`src/rtl/menu_controller.sv`:
```
// Settings-menu front end: debounces four push-buttons, walks the selected
// field, edits the greenhouse setpoints and keeps a time-of-day clock.
// Every output comes straight from a register.
module menu_controller #(
    parameter int CLK_HZ          = 25000000,
    parameter int DEBOUNCE_CYCLES = 250000,
    parameter int TEMP_MIN        = 40,
    parameter int TEMP_MAX        = 110,
    parameter int TEMP_INIT       = 72,
    parameter int HUM_MIN         = 0,
    parameter int HUM_MAX         = 99,
    parameter int HUM_INIT        = 50,
    parameter int SUNRISE_H_INIT  = 6,
    parameter int SUNRISE_M_INIT  = 30
) (
    input  logic        clk,
    input  logic        rst_n,
    input  logic        btn_up,
    input  logic        btn_down,
    input  logic        btn_left,
    input  logic        btn_right,
    output logic [3:0]  state,
    output logic [11:0] set_temp,
    output logic [7:0]  set_hum,
    output logic [4:0]  time_hours,
    output logic [5:0]  time_minutes,
    output logic [4:0]  sunrise_hours,
    output logic [5:0]  sunrise_minutes,
    output logic        minute_tick
);

    localparam int PW = (CLK_HZ > 1) ? $clog2(CLK_HZ) : 1;
    localparam int DW = $clog2(DEBOUNCE_CYCLES);
    localparam logic [PW-1:0] PRESC_LAST = PW'(CLK_HZ - 1);
    localparam logic [DW-1:0] DEB_LAST   = DW'(DEBOUNCE_CYCLES - 1);
    localparam logic [11:0]   T_MIN      = 12'(TEMP_MIN);
    localparam logic [11:0]   T_MAX      = 12'(TEMP_MAX);
    localparam logic [7:0]    H_MIN      = 8'(HUM_MIN);
    localparam logic [7:0]    H_MAX      = 8'(HUM_MAX);

    // Button bit order: 0 up, 1 down, 2 left, 3 right
    logic [3:0]    btn_raw_s;
    logic [3:0]    sync1_r;
    logic [3:0]    sync2_r;
    logic [3:0]    deb_r;
    logic [3:0]    press_r;
    logic [DW-1:0] cnt_r [4];

    logic [3:0]    state_r,   state_nxt_s;
    logic [11:0]   temp_r,    temp_nxt_s;
    logic [7:0]    hum_r,     hum_nxt_s;
    logic [4:0]    hrs_r,     hrs_nxt_s;
    logic [5:0]    min_r,     min_nxt_s;
    logic [4:0]    sun_h_r,   sun_h_nxt_s;
    logic [5:0]    sun_m_r,   sun_m_nxt_s;
    logic          tick_r,    tick_nxt_s;
    logic [PW-1:0] presc_r,   presc_nxt_s;
    logic [5:0]    sec_r,     sec_nxt_s;

    logic nav_any_s;
    logic edit_s;
    logic edit_up_s;
    logic presc_wrap_s;
    logic rollover_s;

    function automatic logic [4:0] hour_step(input logic [4:0] h, input logic up);
        logic [4:0] r;
        if (up) begin
            r = (h >= 5'd23) ? 5'd0 : h + 5'd1;
        end else begin
            r = (h == 5'd0) ? 5'd23 : h - 5'd1;
        end
        return r;
    endfunction

    function automatic logic [5:0] min_step(input logic [5:0] m, input logic up);
        logic [5:0] r;
        if (up) begin
            r = (m >= 6'd59) ? 6'd0 : m + 6'd1;
        end else begin
            r = (m == 6'd0) ? 6'd59 : m - 6'd1;
        end
        return r;
    endfunction

    function automatic logic [11:0] temp_step(input logic [11:0] t, input logic up);
        logic [11:0] r;
        if (up) begin
            r = (t >= T_MAX) ? T_MAX : t + 12'd1;
        end else begin
            r = (t <= T_MIN) ? T_MIN : t - 12'd1;
        end
        return r;
    endfunction

    function automatic logic [7:0] hum_step(input logic [7:0] v, input logic up);
        logic [7:0] r;
        if (up) begin
            r = (v >= H_MAX) ? H_MAX : v + 8'd1;
        end else begin
            r = (v <= H_MIN) ? H_MIN : v - 8'd1;
        end
        return r;
    endfunction

    assign btn_raw_s = {btn_right, btn_left, btn_down, btn_up};

    // Synchronise raw buttons, debounce by run length, emit one pulse per accepted rise
    always_ff @(posedge clk or negedge rst_n) begin
        if (!rst_n) begin
            sync1_r <= 4'b0000;
            sync2_r <= 4'b0000;
            deb_r   <= 4'b0000;
            press_r <= 4'b0000;
            for (int i = 0; i < 4; i++) begin
                cnt_r[i] <= {DW{1'b0}};
            end
        end else begin
            sync1_r <= btn_raw_s;
            sync2_r <= sync1_r;
            for (int i = 0; i < 4; i++) begin
                if (sync2_r[i] != deb_r[i]) begin
                    if (cnt_r[i] == DEB_LAST) begin
                        deb_r[i]   <= sync2_r[i];
                        cnt_r[i]   <= {DW{1'b0}};
                        press_r[i] <= sync2_r[i];
                    end else begin
                        cnt_r[i]   <= cnt_r[i] + DW'(1);
                        press_r[i] <= 1'b0;
                    end
                end else begin
                    cnt_r[i]   <= {DW{1'b0}};
                    press_r[i] <= 1'b0;
                end
            end
        end
    end

    // Navigation wins over edits; opposing presses cancel
    assign nav_any_s    = press_r[2] | press_r[3];
    assign edit_s       = ~nav_any_s & (press_r[0] ^ press_r[1]);
    assign edit_up_s    = press_r[0];
    assign presc_wrap_s = (presc_r == PRESC_LAST);
    assign rollover_s   = presc_wrap_s && (sec_r == 6'd59);

    // Next selected field, with recovery from unreachable encodings
    always_comb begin
        state_nxt_s = state_r;
        if (state_r > 4'd5) begin
            state_nxt_s = 4'd0;
        end else if (press_r[3] && !press_r[2]) begin
            state_nxt_s = (state_r == 4'd5) ? 4'd0 : state_r + 4'd1;
        end else if (press_r[2] && !press_r[3]) begin
            state_nxt_s = (state_r == 4'd0) ? 4'd5 : state_r - 4'd1;
        end else begin
            state_nxt_s = state_r;
        end
    end

    // Next field values: clock advance first, then an edit overrides its own field
    always_comb begin
        temp_nxt_s  = temp_r;
        hum_nxt_s   = hum_r;
        sun_h_nxt_s = sun_h_r;
        sun_m_nxt_s = sun_m_r;
        hrs_nxt_s   = hrs_r;
        min_nxt_s   = min_r;
        tick_nxt_s  = rollover_s;
        presc_nxt_s = presc_r;
        sec_nxt_s   = sec_r;

        if (presc_wrap_s) begin
            presc_nxt_s = {PW{1'b0}};
            sec_nxt_s   = (sec_r == 6'd59) ? 6'd0 : sec_r + 6'd1;
        end else begin
            presc_nxt_s = presc_r + PW'(1);
            sec_nxt_s   = sec_r;
        end

        if (rollover_s) begin
            min_nxt_s = min_step(min_r, 1'b1);
            hrs_nxt_s = (min_r == 6'd59) ? hour_step(hrs_r, 1'b1) : hrs_r;
        end else begin
            min_nxt_s = min_r;
            hrs_nxt_s = hrs_r;
        end

        if (edit_s) begin
            case (state_r)
                4'd0: temp_nxt_s = temp_step(temp_r, edit_up_s);
                4'd1: hum_nxt_s  = hum_step(hum_r, edit_up_s);
                4'd2: begin
                    // An hour edit swallows a coinciding rollover
                    hrs_nxt_s  = hour_step(hrs_r, edit_up_s);
                    min_nxt_s  = min_r;
                    tick_nxt_s = 1'b0;
                end
                4'd3: begin
                    // Setting minutes restarts the current minute from zero seconds
                    min_nxt_s   = min_step(min_r, edit_up_s);
                    hrs_nxt_s   = hrs_r;
                    tick_nxt_s  = 1'b0;
                    presc_nxt_s = {PW{1'b0}};
                    sec_nxt_s   = 6'd0;
                end
                4'd4: sun_h_nxt_s = hour_step(sun_h_r, edit_up_s);
                4'd5: sun_m_nxt_s = min_step(sun_m_r, edit_up_s);
                default: begin
                    temp_nxt_s = temp_r;
                end
            endcase
        end else begin
            temp_nxt_s = temp_r;
        end
    end

    // Register navigation state, setpoints and time-of-day
    always_ff @(posedge clk or negedge rst_n) begin
        if (!rst_n) begin
            state_r <= 4'd0;
            temp_r  <= 12'(TEMP_INIT);
            hum_r   <= 8'(HUM_INIT);
            hrs_r   <= 5'd0;
            min_r   <= 6'd0;
            sun_h_r <= 5'(SUNRISE_H_INIT);
            sun_m_r <= 6'(SUNRISE_M_INIT);
            tick_r  <= 1'b0;
            presc_r <= {PW{1'b0}};
            sec_r   <= 6'd0;
        end else begin
            state_r <= state_nxt_s;
            temp_r  <= temp_nxt_s;
            hum_r   <= hum_nxt_s;
            hrs_r   <= hrs_nxt_s;
            min_r   <= min_nxt_s;
            sun_h_r <= sun_h_nxt_s;
            sun_m_r <= sun_m_nxt_s;
            tick_r  <= tick_nxt_s;
            presc_r <= presc_nxt_s;
            sec_r   <= sec_nxt_s;
        end
    end

    assign state           = state_r;
    assign set_temp        = temp_r;
    assign set_hum         = hum_r;
    assign time_hours      = hrs_r;
    assign time_minutes    = min_r;
    assign sunrise_hours   = sun_h_r;
    assign sunrise_minutes = sun_m_r;
    assign minute_tick     = tick_r;

endmodule

```
`config.mk`:
```
export PLATFORM = sky130hd
export DESIGN_NAME = menu_controller
export DESIGN_NICKNAME = d
export VERILOG_FILES = /design/src/rtl/menu_controller.sv
export SDC_FILE = /design/constraint.sdc
export NUM_CORES = 1
export LEC_CHECK = 0
export CORE_MARGIN = 2
export CORE_UTILIZATION = 55
export DETAILED_ROUTE_END_ITERATION = 10
export PLACE_DENSITY = 0.77
export SLEW_MARGIN = 40
export SYNTH_ARGS = -nofsm -noshare
export SYNTH_HDL_FRONTEND = slang
export SYNTH_SLANG_ARGS = --single-unit
```
`constraint.sdc`:
```
create_clock -name clk -period 2.08 [get_ports clk]
set_clock_uncertainty 0.1 [all_clocks]
set_input_delay 0.416 -clock clk [delete_from_list [all_inputs] [get_ports clk]]
set_output_delay 0.416 -clock clk [all_outputs]
set_load 0.1 [all_outputs]
```
==> metrics <==
clock sink count=~170; hold slack=approximately 0.25 ns; post-route ant nets=0; Chip Height=around 130 um; ys flop type=dfrtp_1; global-route wire length before repair=around 36000 um; max-slew violations=0; Synth area leaders=dfrtp_1 (42%), nor2_1 (6.2%), xnor2_1 (5.4%); post-synthesis cell type count=66; CP Data Arrival Time=2.44 ns; Required @ worst endpoint=about 2.3 ns; Synth Instances=~1000; GRT Total Usage=24.93%; area delta synth->final=30.01%; Setup Viol. Count Final=27; I/O Pins=53; Critical Path Start Type=flip-flop; RSZ-0062 raised after global routing=yes; die span in x=between 100 and 150 um; final setup TNS=-1.867 ns; Fmax=~460 MHz; Critical Path Sink Type=flip-flop; Crit path depth=5; Vias per Instance=roughly 5.9; Max Cap Violations=0; VDD IR-drop max=roughly 0.56 mV; Synth Register Bits=between 150 and 200; Slew HR=65.47%; crit path cell chain=nor4b_4, nand3_1, or4_4, or4_4, a21oi_2; Crit Path Category=flip-flop to flip-flop; TritonRoute pass-1 iters=7; clk slew on worst S/H paths=0.07 ns; IO buf count=between 50 and 60; share of Yosys cell area claimed by the top area cell type=a little over two fifths; DR iter-0 viols=594; worst-margin pin slew=0.5049 ns; EDFF count, synth=0; routed len/inst=between 15 and 20 um; top cell type by total area after synthesis=dfrtp_1; largest net degree at the start of global routing=41; Max H-tree Level=4; Syn Nets=1041; Hold Vio Cnt, Final=0; synthesized area per cell=approximately 9 um2; most frequent cell after synthesis=dfrtp_1; n_diodes=0; Post-DP HPWL=about 15000 um; failing checks=setup timing; DRC=0; slowest CP cell=or4_4; Worst-Skew Late Latency=approximately 0.43 ns; status=finished with violations; Util after Layout=about 73%; Core Box Area=roughly 16000 um2; sequential fraction of the synthesis area=45.29%; Tmin final=~2.2 ns; critical path peak fanout=7; Site Rows=between 40 and 50; critical path buffer and inverter count=0; gr ovfl total=0; fin nets=1163; fin crit share=105.0%; Post-synth ARST share=100.0%; setup ws final=-0.1044 ns; Hold Path Cell Cnt=0; CTS tree=done; clk root buf=clkbuf_16; Post-Route WL=roughly 22000 um; crit-path max cell delay=0.58 ns; CTS Buf Count=17; vias in the first global route=slightly below 8000; clock buffer depth=2; layout cells sized above 1=a little under a quarter; Initial Util=between 50% and 60%; Die ar.=around 18000 um2; synth warn=0; RD Place Congestion=between 0.8 and 0.9; FF-to-FF path depth=5; initial antenna violation count=0; leakage power=4.978 nW; Post-synth top cells=dfrtp_1 (155), nor2_1 (152), nand3_1 (72); HP Class=flip-flop to flip-flop; Crit path max-delay family=simple AND/OR/NAND/NOR gates; cell area after synthesis=9203 um2; Vias=about 8000; CP most frequent cell=or4_4; Pwr per Cell Area=540.7 nW/um2
## what timing repair did
| action | 4_1_cts | 5_1_grt |
|---|---|---|
| buffers inserted | 4 | 4 |
| setup endpoints to repair | 32 | 52 |
| cloned | 0 | 2 |
| pin swaps | 7 | 15 |
| endpoints found under the hold margin | 36 | 0 |
| hold buffers | 1 | 0 |
| resized for setup | 2 | 34 |
## power breakdown
part | internal (mW) | leakage [nW] | total, mW | switching, mW
clock | 1.69 | 0.262 | 3.00 | 1.32
sequential | 3.26 | 2.19 | 3.28 | 0.0264
combinational | 0.0635 | 2.53 | 0.181 | 0.117
## flip-flops by register name, indices dropped and copies added (netlist names)
name and count:
time_hours 5, set_temp 12, cnt_r 72, sync1_r 4, sec_r 6, sync2_r 4
sunrise_minutes 6, sunrise_hours 5, press_r 4, minute_tick 1, time_minutes 6, presc_r 25
deb_r 4, state 4, set_hum 8
## metrics by stage
stage	cell area, um2	setup slack [ns]	cells	power, mW
final	11960	-0.1044	1368	6.469
after global routing	11960	-0.2031	1368	6.678
after global placement	11190	-0.09125	1326	3.518
after CTS	11790	-0.02243	1363	6.515
after floorplan	9502	-0.09504	1013	3.396
after detailed placement	11190	-0.1545	1326	3.523
## cell usage in the layout, fill, tap and decap left out, types with 25 or more instances in the layout
master / instances
dfrtp_1: 126
nand4_1: 25
xnor2_1: 57
inv_1: 35
xor2_1: 45
nand2_1: 55
o21ai_0: 37
nor3_1: 38
buf_12: 49
a21oi_1: 30
and3_1: 25
nor2_1: 149
nand3_1: 71
buf_4: 87
## worst reg2reg max path: cells and delay by family, from the launching register on
family          cells  cell delay, ns
compound gates      1            0.12
simple gates        4            1.47
flops               1            0.43
## final timing paths
| kind | slack, ns | start | endpoint |
|---|---|---|---|
| max | -0.10 | presc_r[9] | sec_r[4] |
| max reg2reg | -0.10 | presc_r[9] | sec_r[4] |
| min in group asynchronous | 0.36 | rst_n | cnt_r[61] |
| min | 0.25 | sync1_r[1] | sync2_r[1] |
| min reg2reg | 0.25 | sync1_r[1] | sync2_r[1] |
| max in group asynchronous | 0.85 | rst_n | press_r[0] |
## logic make-up (layout without fill, tap and decap cells)
kind of cell	after synthesis	in the layout	share of synthesized area [%]
simple gates	463	463	25.57
compound gates	170	171	11.98
flops	166	166	45.29
xor+xnor	102	102	9.708
buf+inv	79	213	3.263
fa+ha+maj	22	22	2.991
mux	10	10	1.156
other cells	1	1	0.04075
## layout make-up
cell class	instances	area [um2]
Clock buffer	22	454.2
Clock inverter	10	97.59
Fill cell	1163	4502
Inverter	37	143.9
Multi-Input combinational cell	769	5011
Sequential cell	166	4250
Tap cell	220	275.3
Timing Repair Buffer	144	1732
## layer usage
layer / GRT usage, % / wire length [um] / vias to the layer above
met4: 8.274 / 337 / 0
li1: - / - / 3852
met5: 0 / 0 / -
met3: 4.985 / 954 / 33
met2: 40.75 / 11380 / 232
met1: 33.56 / 9629 / 3978
(Power assumes the default switching activity.)
